--- src/rtl/mem_decoder.sv ---
// Address decoder fanning the core's single memory port out to NREG slave regions.
// Latency: s_valid one cycle after m_valid; m_ready one cycle after slave ready, miss reply after two.
// No backpressure: one outstanding request, m_valid outside IDLE is ignored.
module mem_decoder #(
    parameter int                  NREG     = 4,
    parameter logic [32*NREG-1:0]  REG_BASE = {32'h80000000, 32'h02000000, 32'h01000000, 32'h00000000},
    parameter logic [32*NREG-1:0]  REG_TOP  = {32'h90000000, 32'h0200C000, 32'h01000004, 32'h00000080},
    parameter int unsigned         TIMEOUT  = 255
) (
    input  logic                clock,
    input  logic                reset,
    input  logic                m_valid,
    input  logic                m_instr,
    input  logic [31:0]         m_addr,
    input  logic [31:0]         m_wdata,
    input  logic [3:0]          m_wstrb,
    output logic [31:0]         m_rdata,
    output logic                m_ready,
    output logic                m_error,
    output logic [NREG-1:0]     s_valid,
    output logic                s_instr,
    output logic [31:0]         s_addr,
    output logic [31:0]         s_wdata,
    output logic [3:0]          s_wstrb,
    input  logic [32*NREG-1:0]  s_rdata,
    input  logic [NREG-1:0]     s_ready
);

    localparam int SW = (NREG > 1) ? $clog2(NREG) : 1;

    typedef enum logic [1:0] {IDLE, BUSY, RESP} state_t;

    state_t          state_q, state_d;
    logic [SW-1:0]   sel_q, sel_d;
    logic [31:0]     cnt_q, cnt_d;
    logic            miss_q, miss_d;
    logic [31:0]     m_rdata_d;
    logic            m_ready_d, m_error_d;
    logic [NREG-1:0] s_valid_d;
    logic            s_instr_d;
    logic [31:0]     s_addr_d, s_wdata_d;
    logic [3:0]      s_wstrb_d;

    logic            hit;
    logic [SW-1:0]   hit_idx;
    logic [31:0]     hit_base;
    logic            sel_ready;
    logic [31:0]     sel_rdata;

    // Region decode; scanning from the top index down lets the lowest index win on overlap.
    always_comb begin
        hit      = 1'b0;
        hit_idx  = '0;
        hit_base = '0;
        for (int i = NREG - 1; i >= 0; i--) begin
            if (m_addr >= REG_BASE[32*i +: 32] && m_addr < REG_TOP[32*i +: 32]) begin
                hit      = 1'b1;
                hit_idx  = SW'(i);
                hit_base = REG_BASE[32*i +: 32];
            end
        end
    end

    assign sel_ready = s_ready[sel_q];
    assign sel_rdata = s_rdata[32*int'(sel_q) +: 32];

    // Next-state and registered-output values; a miss spends two cycles in RESP so its reply lands at cycle 2.
    always_comb begin
        state_d   = state_q;
        sel_d     = sel_q;
        cnt_d     = cnt_q;
        miss_d    = miss_q;
        m_rdata_d = m_rdata;
        m_ready_d = 1'b0;
        m_error_d = m_error;
        s_valid_d = '0;
        s_instr_d = s_instr;
        s_addr_d  = s_addr;
        s_wdata_d = s_wdata;
        s_wstrb_d = s_wstrb;
        case (state_q)
            IDLE: begin
                if (m_valid) begin
                    if (hit) begin
                        sel_d              = hit_idx;
                        s_valid_d[hit_idx] = 1'b1;
                        s_addr_d           = m_addr - hit_base;
                        s_instr_d          = m_instr;
                        s_wdata_d          = m_wdata;
                        s_wstrb_d          = m_wstrb;
                        cnt_d              = 32'd1;
                        state_d            = BUSY;
                    end else begin
                        miss_d  = 1'b1;
                        state_d = RESP;
                    end
                end
            end
            BUSY: begin
                if (sel_ready) begin
                    m_rdata_d = sel_rdata;
                    m_error_d = 1'b0;
                    m_ready_d = 1'b1;
                    state_d   = RESP;
                end else if (TIMEOUT != 0 && cnt_q == TIMEOUT) begin
                    m_rdata_d = '0;
                    m_error_d = 1'b1;
                    m_ready_d = 1'b1;
                    state_d   = RESP;
                end else begin
                    cnt_d = cnt_q + 32'd1;
                end
            end
            RESP: begin
                if (miss_q) begin
                    miss_d    = 1'b0;
                    m_rdata_d = '0;
                    m_error_d = 1'b1;
                    m_ready_d = 1'b1;
                end else begin
                    state_d = IDLE;
                end
            end
            default: state_d = IDLE;
        endcase
    end

    // State and output registers with synchronous active-low clear.
    always_ff @(posedge clock) begin
        if (!reset) begin
            state_q <= IDLE;
            sel_q   <= '0;
            cnt_q   <= '0;
            miss_q  <= 1'b0;
            m_rdata <= '0;
            m_ready <= 1'b0;
            m_error <= 1'b0;
            s_valid <= '0;
            s_instr <= 1'b0;
            s_addr  <= '0;
            s_wdata <= '0;
            s_wstrb <= '0;
        end else begin
            state_q <= state_d;
            sel_q   <= sel_d;
            cnt_q   <= cnt_d;
            miss_q  <= miss_d;
            m_rdata <= m_rdata_d;
            m_ready <= m_ready_d;
            m_error <= m_error_d;
            s_valid <= s_valid_d;
            s_instr <= s_instr_d;
            s_addr  <= s_addr_d;
            s_wdata <= s_wdata_d;
            s_wstrb <= s_wstrb_d;
        end
    end

endmodule

--- config.mk ---
export PLATFORM = sky130hd
export DESIGN_NAME = mem_decoder
export DESIGN_NICKNAME = d
export VERILOG_FILES = /design/src/rtl/mem_decoder.sv
export SDC_FILE = /design/constraint.sdc
export NUM_CORES = 1
export LEC_CHECK = 0
export ABC_AREA = 1
export CORE_MARGIN = 8
export CORE_UTILIZATION = 44
export DETAILED_ROUTE_END_ITERATION = 10
export PLACE_DENSITY_LB_ADDON = 0.15
export SETUP_SLACK_MARGIN = 0.02
export SLEW_MARGIN = 25
export SYNTH_ARGS = -nofsm -noshare
export SYNTH_HDL_FRONTEND = slang
export SYNTH_SLANG_ARGS = --single-unit
--- constraint.sdc ---
create_clock -name clock -period 2.9 [get_ports clock]
set_input_delay 0.725 -clock clock [delete_from_list [all_inputs] [get_ports clock]]
set_output_delay 0.725 -clock clock [all_outputs]
set_load 0.01 [all_outputs]
* Word level (Yosys, flattened, before mapping)
Cells that the tools add are included.
** Word-level totals
- ROM bits :: 0
- RAM bits :: 0
- Bits in latches :: 0
- Flip-flop bits (word level) :: 144
- Output and inout bits :: 107
- Memories :: 0
- Input port bits :: 204
- Logic and storage cells :: 94
** Cells by class
- $add $sub $neg :: 2
- Muxes and demuxes :: 42
- $lt $le $gt $ge :: 11
- Eq/ne operators :: 11
- Shifts and indexed selects :: 1
- Reduce and logical (&&, ||, !) cells :: 15
- Bitwise gates (word level) :: 0
- Multipliers :: 0
- Divide/modulo/power cells :: 0
** Operators by type and width (number)
- 2-to-1 mux 32 bit :: 11
- case mux 32 bit (2 select lines) :: 2
- indexed part select 128 x 8 -> 32 bit :: 1
- adder 32 x 1 -> 32 bit, second input constant :: 1
- == test 32 x 8 -> 1 bit, second input constant :: 1
- greater-or-equal comparator 32 x 1 -> 1 bit, second input constant :: 1
- greater-or-equal comparator 32 x 25 -> 1 bit, second input constant :: 1
- greater-or-equal comparator 32 x 26 -> 1 bit, second input constant :: 1
- greater-or-equal comparator 32 bit, second input constant :: 1
- less-than comparator 32 x 25 -> 1 bit, second input constant :: 1
- less-than comparator 32 x 26 -> 1 bit, second input constant :: 1
- less-than comparator 32 bit, second input constant :: 1
- less-than comparator 32 x 8 -> 1 bit, second input constant :: 1
- subtractor 32 bit :: 1
- 2-to-1 mux 2 bit :: 9
- 2-to-1 mux 1 bit :: 14
- != test 2 bit, second input constant :: 7
- AND reduction 3 bit :: 4
- less-than comparator 2 x 3 -> 1 bit, second input constant :: 2
- case mux 1 bit (2 select lines) :: 3
- case mux 2 bit (3 select lines) :: 1
- nonzero test 2 bit :: 3
- logical AND 1 bit :: 5
- AND reduction 5 bit :: 1
- other kinds (8) :: 8

* Longest topological paths before layout
- Depth in word-level cells :: 10
- Mapped depth :: 13
- Mapped depth without buffers :: 13

* Worst setup path before layout
No wires, ideal clock.
- Path type :: input port to flip-flop
- Start :: input m_addr[29]
- End :: register s_addr[31]
- Data required time :: 2830 ps
- Library setup time :: 70 ps
- Buffers on the path :: 0
- Arrival time :: 2488 ps
- Cell stages on the path :: 13
- Path slack :: 342 ps
- Cells stage by stage :: nor2_1 -> nand2_1 -> nor2_1 -> nand2_1 -> nor2_2 -> nor2_1 -> nand3_1 -> ha_1 -> a211o_1 -> nor3_1 -> xor2_1 -> nand2_1 -> a21oi_1
** On the way
- Word-level cells in the longest chain between the ends :: 7
- Elaborated cells between the ends (all ways) :: 22
- Those cells by class :: add/sub (1); order compare (8); mux (8); reduce/logical (5)
** Ends and longest elaborated chain
- start, declared :: line 14 : input logic [31:0] m_addr,
- greater-or-equal comparator 32 bit or less-than comparator 32 bit (tied branches) :: line 56 : if (m_addr >= REG_BASE[32*i +: 32] && m_addr < REG_TOP[32*i +: 32]) begin
- logical AND 1 bit :: line 56
- 2-to-1 mux 32 bit or 2-to-1 mux 1 bit (tied branches) (4 in series) :: line 56
- subtractor 32 bit or AND reduction 3 bit (tied branches)
- end signal, assigned :: line 153 : s_addr <= s_addr_d;
- end, declared :: line 22 : output logic [31:0] s_addr,
Several ways; a longest one is shown, not always the timed one.
A chain may end at the register's enable or synchronous reset.

* Worst setup path after layout
- Start :: input m_addr[30]
- End :: register s_addr[30]
** On the way
- Word-level cells in the longest chain between the ends :: 7
- Elaborated cells between the ends (all ways) :: 21
- Those cells by class :: add/sub (1); order compare (8); mux (7); reduce/logical (5)
** Ends and longest elaborated chain
- branches (longest 7 deep; another with greater-or-equal comparator 32 x 26 -> 1 bit)
Parallel ways; which one is timed is not known.

==> impl_metrics.prom <==
# TYPE chip_impl_metric gauge
chip_impl_metric{name="synth.cell_area",unit="sq um"} 7760
chip_impl_info{name="critPathKind",value="in2reg"} 1
chip_impl_metric{name="highest_ir_drop_seen_on_vdd",unit="mV"} 0.421
chip_impl_metric{name="detail_route.first_pass.iterations",unit=""} 8
chip_impl_info{name="critPathTopFamily",value="simple AND/OR/NAND/NOR gates"} 1
chip_impl_metric{name="final_period_demand_of_the_worst_path",unit="ps"} 2670
chip_impl_metric{name="num-nets-final",unit=""} 1741
chip_impl_metric{name="pwr-share-seq",unit="%"} 36.6
chip_impl_metric{name="asyncSetResetFlopFracSynth",unit="%"} 0
chip_impl_info{name="worstHoldPathType",value="reg2reg"} 1
chip_impl_info{name="critical-path-top-cell-by-count",value="sky130_fd_sc_hd__nand2_1"} 1
chip_impl_metric{name="clock-skew-final",unit="ps"} 9.93
chip_impl_metric{name="worstSkewPairLatency",unit="ps"} 420
chip_impl_metric{name="grt_pass1_wl",unit="um"} 45300
chip_impl_metric{name="data_arrival_time_of_the_critical_path",unit="ps"} 3010
chip_impl_metric{name="max_slew_margin",unit="%"} 55.9
chip_impl_metric{name="first_global_vias",unit=""} 8595
chip_impl_info{name="synth.cells.most_frequent",value="458 x sky130_fd_sc_hd__nand2_1, 205 x sky130_fd_sc_hd__a21oi_1, 144 x sky130_fd_sc_hd__dfxtp_1"} 1
chip_impl_metric{name="std_cell_rows",unit=""} 48
chip_impl_metric{name="post-route-cell-area",unit="sq um"} 11900
chip_impl_metric{name="cts_num_sinks",unit=""} 144
chip_impl_metric{name="cp.buffers_inverters",unit=""} 2
chip_impl_metric{name="met3_wirelength",unit="um"} 3350
chip_impl_metric{name="drcViolationCount",unit=""} 0
chip_impl_metric{name="ctsHoldBuffers",unit=""} 0
chip_impl_metric{name="place_area",unit="sq um"} 11200
chip_impl_metric{name="design.portCount",unit=""} 311
chip_impl_metric{name="finalSetupViolCount",unit=""} 0
chip_impl_info{name="grt_setup_unrepaired",value="no"} 1
chip_impl_metric{name="design.core.area",unit="sq um"} 17300
chip_impl_metric{name="distinct_cell_type_count_of_the_synthesized_netlist",unit=""} 30
chip_impl_metric{name="met2WireLength",unit="um"} 12800
chip_impl_metric{name="p_leak",unit="nW"} 4.37
chip_impl_metric{name="final.period_utilization",unit="%"} 92.0
chip_impl_metric{name="detailroute.via_count",unit=""} 9030
chip_impl_metric{name="synth_largest_type_area_fraction",unit="%"} 37.1
chip_impl_metric{name="pwr-share-clk",unit="%"} 38.4
chip_impl_metric{name="netSwitchingFraction",unit="%"} 28.9
chip_impl_metric{name="final_layout_size_suffix_gt1_share",unit="%"} 6.81
chip_impl_metric{name="place.port_buffers",unit=""} 310
chip_impl_metric{name="grt_overflow_total",unit=""} 0
chip_impl_metric{name="area_enclosed_by_the_die_boundary",unit="sq um"} 22200
chip_impl_metric{name="power.density",unit="nW/um^2"} 494
chip_impl_metric{name="timing.max_cap.violations",unit=""} 0
chip_impl_metric{name="track_usage",unit="%"} 25.4
chip_impl_metric{name="synthToLayoutAreaGrowth",unit="%"} 52.9
chip_impl_metric{name="drt_first_iter_violations",unit=""} 490
chip_impl_metric{name="route.layer.met1.wl",unit="um"} 11800
chip_impl_metric{name="drtAntennaViolNets",unit=""} 0
chip_impl_metric{name="synth.avg_cell_area",unit="sq um"} 6.33
chip_impl_info{name="synthTopCellsByArea",value="sky130_fd_sc_hd__dfxtp_1 37%, sky130_fd_sc_hd__nand2_1 22%, sky130_fd_sc_hd__a21oi_1 13%, sky130_fd_sc_hd__nor2_1 5.0%, sky130_fd_sc_hd__nand3_1 4.8%"} 1
chip_impl_metric{name="htree_num_levels",unit=""} 4
chip_impl_metric{name="clkTransAtPathRegs",unit="ps"} 60
chip_impl_metric{name="ys_seq_elements",unit=""} 144
chip_impl_metric{name="drt-wirelength-per-cell",unit="um"} 16.3
chip_impl_metric{name="netlist_instances",unit=""} 1227
chip_impl_metric{name="gp_routability_congestion",unit=""} 0.919
chip_impl_info{name="cts_tree",value="yes"} 1
chip_impl_metric{name="route.detailed.vias_per_inst",unit=""} 5.11
chip_impl_metric{name="initial_core_util",unit="%"} 44.9
chip_impl_metric{name="path_max_fanout",unit=""} 3
chip_impl_metric{name="tightest_slew",unit="ps"} 661
chip_impl_metric{name="r2r_slack",unit="ps"} 570
chip_impl_info{name="synth_area_leader_cell",value="sky130_fd_sc_hd__dfxtp_1"} 1
chip_impl_info{name="ys.flop_type",value="sky130_fd_sc_hd__dfxtp_1"} 1
chip_impl_metric{name="timing_hold_violations_final",unit=""} 0
chip_impl_metric{name="required",unit="ps"} 3240
chip_impl_info{name="endpoint_kind",value="flop"} 1
chip_impl_metric{name="number_of_antenna_violations_at_the_first_check_in_global_routing",unit=""} 1
chip_impl_metric{name="cell_internal_pwr",unit="mW"} 4.17
chip_impl_metric{name="layout.filler_cells",unit=""} 1539
chip_impl_info{name="ctsRootBufferMaster",value="sky130_fd_sc_hd__clkbuf_16"} 1
chip_impl_metric{name="total_net_switching_power",unit="mW"} 1.69
chip_impl_metric{name="die_y",unit="um"} 149
chip_impl_metric{name="tritoncts.num_buffers",unit=""} 17
chip_impl_metric{name="syn_nets",unit=""} 1438
chip_impl_metric{name="slowest_delay",unit="ps"} 430
chip_impl_info{name="start_kind",value="primary input"} 1
chip_impl_info{name="top_layer_used",value="met4"} 1
chip_impl_metric{name="place.detailed.hpwl",unit="um"} 21700
chip_impl_metric{name="ys_warn_count",unit=""} 0
chip_impl_metric{name="floorplan.die.width",unit="um"} 149
chip_impl_metric{name="synth_enable_flop_cells",unit=""} 0
chip_impl_metric{name="finalMaxSlewViolations",unit=""} 0
chip_impl_info{name="run_status",value="finished clean"} 1
chip_impl_info{name="timing.critical_path.slowest_stage_cell",value="sky130_fd_sc_hd__clkdlybuf4s50_1"} 1
chip_impl_metric{name="p_comb_share",unit="%"} 25.0
chip_impl_metric{name="timing.setup.tns",unit="ps"} 0
chip_impl_info{name="cell_with_the_most_instances_after_synthesis",value="sky130_fd_sc_hd__nand2_1"} 1
chip_impl_info{name="cp_cell_sequence",value="clkdlybuf4s50_1, nor2_1, nand2_1, nor2_1, nand2_1, nor2_2, ha_1, inv_1, fa_1, nor3_1, xor2_1, nand2_1, a21oi_1"} 1
chip_impl_metric{name="routed_wl",unit="um"} 28800
chip_impl_metric{name="cts.path.max_buffers",unit=""} 2
chip_impl_metric{name="seq_area_frac_synth",unit="%"} 37.1
chip_impl_metric{name="max_freq",unit="MHz"} 375
chip_impl_metric{name="grt_max_degree",unit=""} 66
[worst register-to-register path, cell delays in order (launching register included)]
cell                      delay, ps
sky130_fd_sc_hd__dfxtp_1        460
sky130_fd_sc_hd__ha_1           320
sky130_fd_sc_hd__nand2_1        140
sky130_fd_sc_hd__nor2_4         170
sky130_fd_sc_hd__nand2_2        100
sky130_fd_sc_hd__nor2_1         120
sky130_fd_sc_hd__nand2_1        100
sky130_fd_sc_hd__nand3_2        100
sky130_fd_sc_hd__nand2_1         70
sky130_fd_sc_hd__inv_2           60
sky130_fd_sc_hd__buf_4          310
sky130_fd_sc_hd__nand3_1        150
sky130_fd_sc_hd__a21oi_1        160
[cell families after synthesis]
kind of cell	after synthesis	synth area share, %
buffers and inverters	133	7.27
AOI/OAI and AO/OA	235	16.0
DFF	144	37.1
xor gates and xnor gates	14	1.58
and+or+nand+nor	694	36.8
adders and majority gates	7	1.22
[final timing paths]
kind / startpoint / end / depth (start not counted)
hold reg to reg: m_rdata[26] / m_rdata[26] / 2
hold / removal: m_rdata[26] / m_rdata[26] / 2
setup / recovery: m_addr[30] / s_addr[30] / 13
setup reg to reg: cnt_q[0] / m_rdata[20] / 12
[metal layers]
layer | global-route usage (%) | up-vias
li1 | - | 4615
met1 | 28.7 | 4032
met2 | 41.1 | 337
met3 | 11.5 | 46
met4 | 9.99 | 0
met5 | 0 | -
[state kept, by name, indices dropped and copies added (netlist names)]
| signal | cells |
|---|---|
| sel_q | 2 |
| s_wstrb | 4 |
| s_wdata | 32 |
| s_valid | 4 |
| m_error | 1 |
| s_addr | 32 |
| cnt_q | 32 |
| state_q | 2 |
| s_instr | 1 |
| miss_q | 1 |
| m_ready | 1 |
| m_rdata | 32 |
[cell usage in the layout (no fill, tap or decap), types with 4 or more instances in the layout]
cell type / n
sky130_fd_sc_hd__nand4_1: 19
sky130_fd_sc_hd__clkdlybuf4s50_1: 310
sky130_fd_sc_hd__dfxtp_1: 142
sky130_fd_sc_hd__clkbuf_16: 17
sky130_fd_sc_hd__nor2_1: 101
sky130_fd_sc_hd__buf_4: 44
sky130_fd_sc_hd__nand3_1: 74
sky130_fd_sc_hd__a211oi_1: 23
sky130_fd_sc_hd__ha_1: 6
sky130_fd_sc_hd__o21ai_0: 4
sky130_fd_sc_hd__inv_1: 49
sky130_fd_sc_hd__nand3_2: 4
sky130_fd_sc_hd__buf_12: 6
sky130_fd_sc_hd__nor4_1: 9
sky130_fd_sc_hd__nor2_2: 6
sky130_fd_sc_hd__nor3_1: 15
sky130_fd_sc_hd__xor2_1: 11
sky130_fd_sc_hd__inv_2: 6
sky130_fd_sc_hd__a21oi_1: 205
sky130_fd_sc_hd__nand2_1: 458
[timing repair]
| action | 4_1_cts | 5_1_grt |
|---|---|---|
| gates resized for setup | 0 | 4 |
| setup endpoints to repair | 0 | 3 |
| hold endpoints to repair | 0 | 0 |
| setup buffers | 0 | 1 |
[stage by stage]
step,power (mW),hold WS [ps],instances,utilization [%],setup slack [ps]
final,5.87,460,1768,68.7,233
after global routing,6.13,471,1768,68.7,48.9
after CTS,5.89,460,1766,68.5,161
after detailed placement,3.64,451,1735,65.0,-273
after global placement,3.64,448,1735,65.0,-183
after floorplan,2.92,457,1227,-,342
[area by class of cell]
type / count / area [sq um] / area share, %
Multi-Input combinational cell: 950 / 4330 / 36.5
Timing Repair Buffer: 360 / 3550 / 29.9
Sequential cell: 144 / 2890 / 24.3
Clock buffer: 22 / 474 / 3.99
Tap cell: 225 / 282 / 2.37
Inverter: 57 / 216 / 1.82
Clock inverter: 9 / 133 / 1.12
Antenna cell: 1 / 2.50 / 0.0211
[power by group through the flow]
stage	Sequential, mW	Clock [mW]	Combinational, mW
4_1_cts	2.15	2.28	1.46
6_report	2.15	2.25	1.47
2_1_floorplan	2.22	0	0.703
5_1_grt	2.16	2.37	1.60
3_5_place_dp	2.19	0	1.45
3_3_place_gp	2.18	0	1.45
Note: power is estimated with default switching activity, not from simulation.
